<file path="config.mk">
export PLATFORM = sky130hd
export DESIGN_NAME = mem_port_arbiter
export DESIGN_NICKNAME = d
export VERILOG_FILES = /design/src/rtl/mem_port_arbiter.sv
export SDC_FILE = /design/constraint.sdc
export NUM_CORES = 1
export LEC_CHECK = 0
export CORE_AREA = 2 2 101 151
export DETAILED_ROUTE_END_ITERATION = 12
export DIE_AREA = 0 0 103 153
export GPL_TIMING_DRIVEN = 0
export PLACE_DENSITY = 0.79
export SLEW_MARGIN = 0
export SYNTH_ARGS = -nofsm -noshare
export SYNTH_HDL_FRONTEND = slang
export SYNTH_SLANG_ARGS = --single-unit
</file>
<file path="constraint.sdc">
create_clock -name clk_i -period 2.21 [get_ports clk_i]
set_clock_uncertainty 0.1 [all_clocks]
set_input_delay 0.3315 -clock clk_i [delete_from_list [all_inputs] [get_ports clk_i]]
set_output_delay 0.3315 -clock clk_i [all_outputs]
set_load 0.02 [all_outputs]
</file>
<file path="src/rtl/mem_port_arbiter.sv">
// Arbiter for one shared variable-latency memory port between fetch and data.
// Data access wins; the pipeline stalls until every pending request is served.
module mem_port_arbiter #(
    parameter int ADDR_W   = 32,
    parameter int DATA_W   = 32,
    parameter int MAX_WAIT = 16
) (
    input  logic              clk_i,
    input  logic              start_i,
    input  logic              if_req_i,
    input  logic [ADDR_W-1:0] if_addr_i,
    output logic [DATA_W-1:0] if_rdata_o,
    output logic              if_valid_o,
    input  logic              dm_read_i,
    input  logic              dm_write_i,
    input  logic [ADDR_W-1:0] dm_addr_i,
    input  logic [DATA_W-1:0] dm_wdata_i,
    output logic [DATA_W-1:0] dm_rdata_o,
    output logic              dm_done_o,
    output logic              mem_req_o,
    output logic              mem_we_o,
    output logic [ADDR_W-1:0] mem_addr_o,
    output logic [DATA_W-1:0] mem_wdata_o,
    input  logic [DATA_W-1:0] mem_rdata_i,
    input  logic              mem_ack_i,
    output logic              stall_o,
    output logic              err_o
);

    localparam int CW = $clog2(MAX_WAIT + 1);

    typedef enum logic [1:0] {
        IDLE,
        DM_BUSY,
        IF_BUSY
    } state_t;

    state_t            state_q;
    logic [CW-1:0]     cnt_q;
    logic              if_served_q;
    logic              dm_served_q;
    logic [DATA_W-1:0] if_rdata_q;
    logic [DATA_W-1:0] dm_rdata_q;
    logic              mem_req_q;
    logic              mem_we_q;
    logic [ADDR_W-1:0] mem_addr_q;
    logic [DATA_W-1:0] mem_wdata_q;
    logic              err_q;

    logic dm_req;
    logic stall;
    logic timeout;

    assign dm_req  = dm_read_i | dm_write_i;
    assign stall   = start_i & ((dm_req & ~dm_served_q) | (if_req_i & ~if_served_q));
    assign timeout = (cnt_q == CW'(MAX_WAIT - 1));

    always_ff @(posedge clk_i) begin
        if (!start_i) begin
            state_q     <= IDLE;
            cnt_q       <= '0;
            if_served_q <= 1'b0;
            dm_served_q <= 1'b0;
            if_rdata_q  <= '0;
            dm_rdata_q  <= '0;
            mem_req_q   <= 1'b0;
            mem_we_q    <= 1'b0;
            mem_addr_q  <= '0;
            mem_wdata_q <= '0;
            err_q       <= 1'b0;
        end else begin
            // Pipeline-advance edge: the next step starts with fresh flags.
            if (!stall) begin
                if_served_q <= 1'b0;
                dm_served_q <= 1'b0;
            end
            unique case (state_q)
                IDLE: begin
                    cnt_q <= '0;
                    if (dm_req && !dm_served_q) begin
                        mem_addr_q  <= dm_addr_i;
                        mem_wdata_q <= dm_wdata_i;
                        mem_we_q    <= dm_write_i;
                        mem_req_q   <= 1'b1;
                        state_q     <= DM_BUSY;
                    end else if (if_req_i && !if_served_q) begin
                        mem_addr_q <= if_addr_i;
                        mem_we_q   <= 1'b0;
                        mem_req_q  <= 1'b1;
                        state_q    <= IF_BUSY;
                    end
                end
                DM_BUSY, IF_BUSY: begin
                    if (mem_ack_i || timeout) begin
                        mem_req_q <= 1'b0;
                        cnt_q     <= '0;
                        state_q   <= IDLE;
                        if (!mem_ack_i) begin
                            err_q <= 1'b1;
                        end
                        if (state_q == DM_BUSY) begin
                            dm_served_q <= 1'b1;
                            if (!mem_we_q) begin
                                dm_rdata_q <= mem_ack_i ? mem_rdata_i : '0;
                            end
                        end else begin
                            if_served_q <= 1'b1;
                            if_rdata_q  <= mem_ack_i ? mem_rdata_i : '0;
                        end
                    end else begin
                        cnt_q <= cnt_q + 1'b1;
                    end
                end
                default: state_q <= IDLE;
            endcase
        end
    end

    assign if_rdata_o  = if_rdata_q;
    assign if_valid_o  = if_served_q;
    assign dm_rdata_o  = dm_rdata_q;
    assign dm_done_o   = dm_served_q;
    assign mem_req_o   = mem_req_q;
    assign mem_we_o    = mem_we_q;
    assign mem_addr_o  = mem_addr_q;
    assign mem_wdata_o = mem_wdata_q;
    assign stall_o     = stall;
    assign err_o       = err_q;

endmodule
</file>
* Yosys cells after proc, flatten, opt, wreduce, memory -nomap -nowiden
Index checks and enable logic that the tools add are counted.
** Word-level totals
- Flip-flop bits (word level) :: 140
- Input port bits :: 134
- Output and inout port bits :: 134
- Logic and storage cells :: 66
** Operators by class
- $add $sub $neg :: 1
- Equality and inequality tests :: 5
- Mux-type cells :: 23
- Bitwise gates (word level) :: 10
- Reduce and logical (&&, ||, !) cells :: 16
** Operators by type and width (count)
- 32-bit two-way mux :: 3
- 1-bit two-way mux :: 13
- 5-bit case mux with 2 select lines :: 1
- 3-bit AND reduction :: 3
- 2-bit two-way mux :: 3
- 2-bit AND reduction :: 3
- 5-bit by 1-bit adder with 5-bit output, second input constant :: 1
- 5-bit by 4-bit == test with 1-bit output, second input constant :: 1
- 5-bit two-way mux :: 1
- 1-bit NOT :: 5
- 2-bit case mux with 2 select lines :: 1
- 4-bit AND reduction :: 1
- 2-bit nonzero test :: 2
- 1-bit AND :: 3
- 3-bit != test, second input constant :: 1
- 2-bit by 1-bit == test with 1-bit output, second input constant :: 1
- 2-bit == test, second input constant :: 1
- 1-bit logical AND :: 2
- 1-bit zero test :: 2
- 2-bit zero test :: 1
- 2-bit != test, second input constant :: 1
- 1-bit OR :: 2
- 1-bit case mux with 2 select lines :: 1
- 2-bit OR reduction :: 1
- 1-bit logical OR :: 1

* Depth between registers and ports, before layout
Gate-level depths: netlist of the first run.
- Depth after elaboration :: 8
- Mapped depth :: 9
- Depth with buffers taken out :: 7

* Worst setup path before layout of the first run
Ideal clock, no wire load.
- Path type :: reg-to-reg
- From :: register cnt_q[0]
- To :: register if_rdata_q[10], in the netlist if_rdata_o[10]
- Setup time :: 0.070 ns
- Arrival time :: 1.595 ns
- Required time :: 2.040 ns
- Setup slack :: 0.445 ns
- Stages on the path, launching flop included :: 10
- Buffers on the path :: 2
- Clock period less this slack :: 1.765 ns
- Cells stage by stage :: dfxtp_1 > ha_1 > and3_1 > ha_1 > o21ai_2 > nand2b_1 > buf_4 > buf_6 > nand2_1 > a21boi_1
** On the way
- Cells in the longest elaborated chain, start to end :: 3
** Ends and longest elaborated chain
- from (decl) :: line 39 : logic [CW-1:0] cnt_q;
- from (signal assigned) :: line 111 : cnt_q <= cnt_q + 1'b1;
- 5-bit by 4-bit == test with 1-bit output :: line 56 : assign timeout = (cnt_q == CW'(MAX_WAIT - 1));
- 1-bit logical OR :: line 94 : if (mem_ack_i || timeout) begin
- 3-bit AND reduction (no line)
- to (signal assigned) :: line 108 : if_rdata_q <= mem_ack_i ? mem_rdata_i : '0;
- to (decl) :: line 42 : logic [DATA_W-1:0] if_rdata_q;
No other way between the ends.
A chain may end at the register's enable or synchronous reset.

* Worst setup path in the final report of the first run
- From :: register cnt_q[0]
- To :: register if_rdata_q[5], in the netlist if_rdata_o[5]
Same word-level chain as after synthesis.

==> metrics, run 1 <==
first-pass GRT wire length=28200 um; Clock Latency Late Sink=0.41 ns; Tmin final=2.03 ns; clock-pin slew on the worst setup and hold paths=0.06 ns; fillers=1244; Global Route Usage Sum=23.0%; htree depth=4; initial antenna violation count=0; Via Count=5534; synthesis-to-layout area growth=61.0%; CTS tree=built; Avg Inst Size Synth=9.07 um2; clk buf depth=2; critical path's top delay family=adder cells; hpwl dp=13600 um; root buffer cell=clkbuf_16; commonest non-fill, non-tap cells in the layout=clkdlybuf4s50_1 (264), dfxtp_1 (140), nand2_1 (133); final worst-path cycle share=91.7%; worst vdd ir=0.557 mV; Setup WS post-layout=0.183 ns; Arrival @ worst endpoint=2.26 ns; commonest non-fill, non-tap cell in the layout=clkdlybuf4s50_1; critical path buffer and inverter count=2; Rows=54; CP max FO=10; CP Launch Type=flop; finished layout cell area=9320 um2; routability cong.=0.807; register area share after synthesis=48.4%; count of state elements after synthesis=140; CP Data Required Time=2.44 ns; largest cells by area after synthesis=dfxtp_1 (48%), nand2_1 (8.6%), a21boi_2 (6.0%), a21boi_1 (4.8%), a22oi_1 (4.2%); Antenna diodes=0; Synth top area share=48.4%; Pre-antenna DRT Iters=4; final hold slack=0.225 ns; power per cell area=875 nW/um2; actual slew at the worst max-slew pin=0.500 ns; RSZ-0062 raised after global routing=no; type of destination of the critical path=flop; Leak=3.42 nW; GRT Residual Overflow=0; Distinct cells, synth=38; dpl ws=-0.500 ns; share of layout cells above drive strength 1=14.3%; IO Count=268; detailed-route wire length per cell=15.9 um; outcome=finished clean; Final Hold Fails=0; f_max=0.493 GHz; Synth area leader=dfxtp_1; largest net degree at the start of global routing=18; Mapped Cells=638; max cap viols=0; syn nets=778; total power=8.15 mW; IO buf count=265; Slowest cell on crit path=dfxtp_1; Post-Syn Area=5790 um2; clk sinks=140; Avg Vias per Cell=4.89; max-slew violation count=0; Core Util, Final=64.4%; final net count=1062; Routed WL=18000 um; drc violations=0; total CTS buffers=17; most used cell, CP=ha_1; final setup vio count=0; vias in the first global route=5479; Initial DRC Count=149; crit-path cells=ha_1 -> and3_1 -> ha_1 -> o21ai_4 -> nand2b_1 -> buf_4 -> buf_6 -> nand2_1 -> a21boi_1; Cell Area, Placed=8690 um2; Die Area=15800 um2; CP Class=flop to flop; Ys Warns=0; HP Class=input port to flop; Worst slew margin=66.7%; Initial Util=40.0%; core area=14500 um2; Die Y-Extent=153 um; Post-DRT Antenna Nets=0; crit-path max cell delay=0.33 ns; die width=103 um
[cells in the mapped netlist (all sizes together)]
library cell and instances:
nand2 164, dfxtp 140, a21boi 68, o21ai 37, nor2b 34, a31oi 33, buf 33, a22oi 32
nand3 32, clkbuf 22, nor2 7, ha 6, inv 5, and2 4, a21oi 3, nand2b 3
and3b 2, o22ai 2, xor2 2, and3 1, mux2i 1, nand3b 1, nand4b 1, nor3b 1
o21a 1, o21ba 1, o21bai 1, xnor2 1
[path summary, 6_finish.rpt]
check / startpoint / end / slack (ns) / cells past startpoint
worst max register to register: cnt_q[0] / if_rdata_o[5] / 0.18 / 9
worst min-delay path: mem_ack_i / if_rdata_o[0] / 0.22 / 3
worst max-delay path: cnt_q[0] / if_rdata_o[5] / 0.18 / 9
worst min register to register: if_rdata_o[30] / if_rdata_o[30] / 0.35 / 2
[final cells by class]
cell class	count	area, um2	share of cell area (%)
buffer	54	334	3.59
clock buffer	18	429	4.61
tap	196	245	2.63
inverter	5	18.8	0.201
multi-input combinational	438	2640	28.4
sequential	140	2800	30.1
timing repair buffer	266	2660	28.5
clock inverter	14	184	1.97
[flip-flops by register name, indices dropped and copies added (netlist names)]
| register | cells |
|---|---|
| cnt_q | 5 |
| state_q | 2 |
| err_o | 1 |
| mem_wdata_o | 32 |
| dm_rdata_o | 32 |
| mem_addr_o | 32 |
| mem_req_o | 1 |
| if_rdata_o | 32 |
| if_valid_o | 1 |
| mem_we_o | 1 |
| dm_done_o | 1 |
[through the flow]
step,TNS [ns],cells
floorplan,0,638
global placement,-0.509,1099
detailed placement,-0.500,1099
CTS,0,1131
global route,0,1131
finish,0,1131
[where the power goes]
group	switching (mW)	internal, mW
Sequential	0.140	2.80
Clock	1.16	1.80
Combinational	1.17	1.08
[cell families after synthesis]
kind of cell / share of synthesized area (%)
XOR/XNOR: 0.454
buffers and inverters: 6.12
multiplexers: 0.173
AND/OR/NAND/NOR: 20.6
AO/OA/AOI/OAI: 22.9
adder cells (fa/ha/maj): 1.30
flip-flops: 48.4
[tightest hold or removal path, cell delays in order]
cell and delay [ns]:
buf_2 0.19, nand3_1 0.10, a21boi_1 0.06
[timing repair]
action	CTS	global route
gates resized for setup	3	2
endpoints found under the setup margin	1	25
buffers inserted	1	0
pin swaps	1	0
hold buffers	0	0
[routing by layer]
metal / part of all wire (%) / global-route usage [%] / vias up
li1: - / - / 2746
met5: 0 / 0 / -
met4: 2.6 / 8.65 / 0
met3: 6.4 / 5.94 / 32
met1: 37 / 24.4 / 2550
met2: 54 / 42.3 / 206
Power figures use the tool's default switching activity.
==> inputs of run 2 (changes only) <==
--- a/config.mk
+++ b/config.mk
@@ -5,11 +5,11 @@
 export SDC_FILE = /design/constraint.sdc
 export NUM_CORES = 1
 export LEC_CHECK = 0
-export CORE_AREA = 2 2 101 151
+export CORE_AREA = 2 2 96 144
 export DETAILED_ROUTE_END_ITERATION = 12
-export DIE_AREA = 0 0 103 153
+export DIE_AREA = 0 0 98 146
 export GPL_TIMING_DRIVEN = 0
-export PLACE_DENSITY = 0.79
+export PLACE_DENSITY = 0.86
 export SLEW_MARGIN = 0
 export SYNTH_ARGS = -nofsm -noshare
 export SYNTH_HDL_FRONTEND = slang
==> constraint.sdc (replaced) <==
create_clock -name clk_i -period 2.5 [get_ports clk_i]
set_clock_uncertainty 0.1 [all_clocks]
set_input_delay 0.375 -clock clk_i [delete_from_list [all_inputs] [get_ports clk_i]]
set_output_delay 0.375 -clock clk_i [all_outputs]
set_load 0.02 [all_outputs]
==> run 2 against run 1 <==
Compared with the run above: final cell count decreased by 3.1%; die area decreased by 9.2%; combinational power decreased by 12%; critical path depth decreased by 5; global-route usage increased by 2.6 points; worst setup slack got worse by 0.066 ns; via count increased by 1.3%; flip-flop and latch count unchanged; core utilization increased by 7.4 points; non-clock buffer count increased by 2.
==> metrics, run 2 (synthesis gave the netlist of run 1 again) <==
critical path buffer and inverter count=3; clk sinks=140; Routed WL=18100 um; Initial DRC Count=168; first-pass GRT wire length=29100 um; Arrival @ worst endpoint=1.91 ns; routability cong.=0.856; worst vdd ir=0.435 mV; Post-DRT Antenna Nets=0; largest net degree at the start of global routing=19; Multi-input gate area=2630 um2; Die Y-Extent=146 um; Die Area=14300 um2; htree depth=4; clock-pin slew on the worst setup and hold paths=0.06 ns; critical path's top delay family=buffers and inverters; CP Class=input port to primary output; core area=13000 um2; Worst slew margin=64.7%; drc violations=0; root buffer cell=clkbuf_16; HP Class=input port to flop; Antenna diodes=0; Final Hold Fails=0; detailed-route wire length per cell=16.5 um; clk buf depth=2; initial antenna violation count=0; hpwl dp=13900 um; fillers=993; commonest non-fill, non-tap cell in the layout=clkdlybuf4s50_1; Cell Area, Placed=8640 um2; max-slew violation count=0; Avg Vias per Cell=5.11; CP Data Required Time=2.03 ns; crit-path max cell delay=0.64 ns; CP Launch Type=input port; IO buf count=265; sequential cell area=2800 um2; type of destination of the critical path=primary output; total CTS buffers=17; Leak=3.44 nW; Rows=51; Global Route Usage Sum=25.6%; Clock Latency Late Sink=0.41 ns; GRT Residual Overflow=0; finished layout cell area=9300 um2; Layout Cells excl Fill=1096; crit-path cells=clkbuf_2 -> clkbuf_1 -> a21boi_1 -> clkdlybuf4s50_1; placed cells=1062; IO Count=268; outcome=finished clean; synthesis-to-layout area growth=60.7%; share of layout cells above drive strength 1=14.2%; die width=98 um; CP max FO=10; Initial Util=44.7%; Slowest cell on crit path=clkdlybuf4s50_1; RSZ-0062 raised after global routing=no; final setup vio count=0; final net count=1064; commonest non-fill, non-tap cells in the layout=clkdlybuf4s50_1 (265), dfxtp_1 (140), nand2_1 (133); CTS tree=built; Via Count=5605; Pre-antenna DRT Iters=5; final worst-path cycle share=95.3%; actual slew at the worst max-slew pin=0.527 ns; power per cell area=786 nW/um2; vias in the first global route=5733; max cap viols=0; f_max=0.420 GHz; Tmin final=2.38 ns
[run 2: cell types whose count changed in the layout (fill, tap and decap cells not counted), moves of 2 or more]
| cell | previous run | this run |
|---|---|---|
| clkbuf_1 | 20 | 23 |
| inv_6 | 4 | 0 |
| clkinv_2 | 0 | 2 |
| bufinv_16 | 3 | 5 |
| buf_4 | 4 | 6 |
[run 2: timing repair]
item,CTS,global route
buffers inserted,0,3
gates resized for setup,1,0
pin swaps,0,1
hold buffers,0,0
setup endpoints to repair,1,1
hold endpoints to repair,0,0
[run 2: path summary, 6_finish.rpt]
| kind | from | to | slack [ns] | cells after the start |
|---|---|---|---|---|
| worst max-delay path | start_i | stall_o | 0.12 | 4 |
| worst min-delay path | mem_ack_i | if_rdata_o[0] | 0.24 | 3 |
| worst max register to register | cnt_q[0] | dm_rdata_o[29] | 0.33 | 7 |
| worst min register to register | if_rdata_o[15] | if_rdata_o[15] | 0.35 | 2 |
[run 2: per-layer routing]
layer | global-route usage, % | up-vias | share of wire (%)
met2 | 47.4 | 233 | 54
met5 | 0 | - | 0
li1 | - | 2751 | -
met4 | 13.1 | 0 | 3.9
met1 | 25.5 | 2571 | 35
met3 | 7.44 | 50 | 6.8
[run 2: layout make-up]
type / count / share of cell area (%)
multi-input cells: 438 / 28.3
well taps: 159 / 2.14
clock buffers: 21 / 4.84
repair buffers: 268 / 28.8
clock inverters: 11 / 2.06
flip-flops and latches: 140 / 30.1
inverters: 5 / 0.202
plain buffers: 54 / 3.58
[run 2: stage by stage]
| stage | worst slack, ns | power [mW] | setup TNS, ns | utilization [%] | hold slack [ns] |
|---|---|---|---|---|---|
| 2_1_floorplan | 0.735 | 3.72 | 0 | - | 0.354 |
| 3_3_place_gp | -0.216 | 4.61 | -0.216 | 66.7 | 0.336 |
| 3_5_place_dp | -0.242 | 4.64 | -0.242 | 66.7 | 0.341 |
| 4_1_cts | 0.0250 | 7.37 | 0 | 71.6 | 0.223 |
| 5_1_grt | 0.0106 | 7.64 | 0 | 71.8 | 0.249 |
| 6_report | 0.117 | 7.31 | 0 | 71.8 | 0.237 |
[run 2: report_power, final]
part / total, mW / switching [mW] / internal [mW]
Combinational: 1.99 / 1.03 / 0.959
Sequential: 2.60 / 0.126 / 2.47
Clock: 2.72 / 0.929 / 1.79
[run 2: worst min-delay path, stage by stage]
cell	delay [ns]
buf_2	0.17
nand3_1	0.09
a21boi_1	0.06
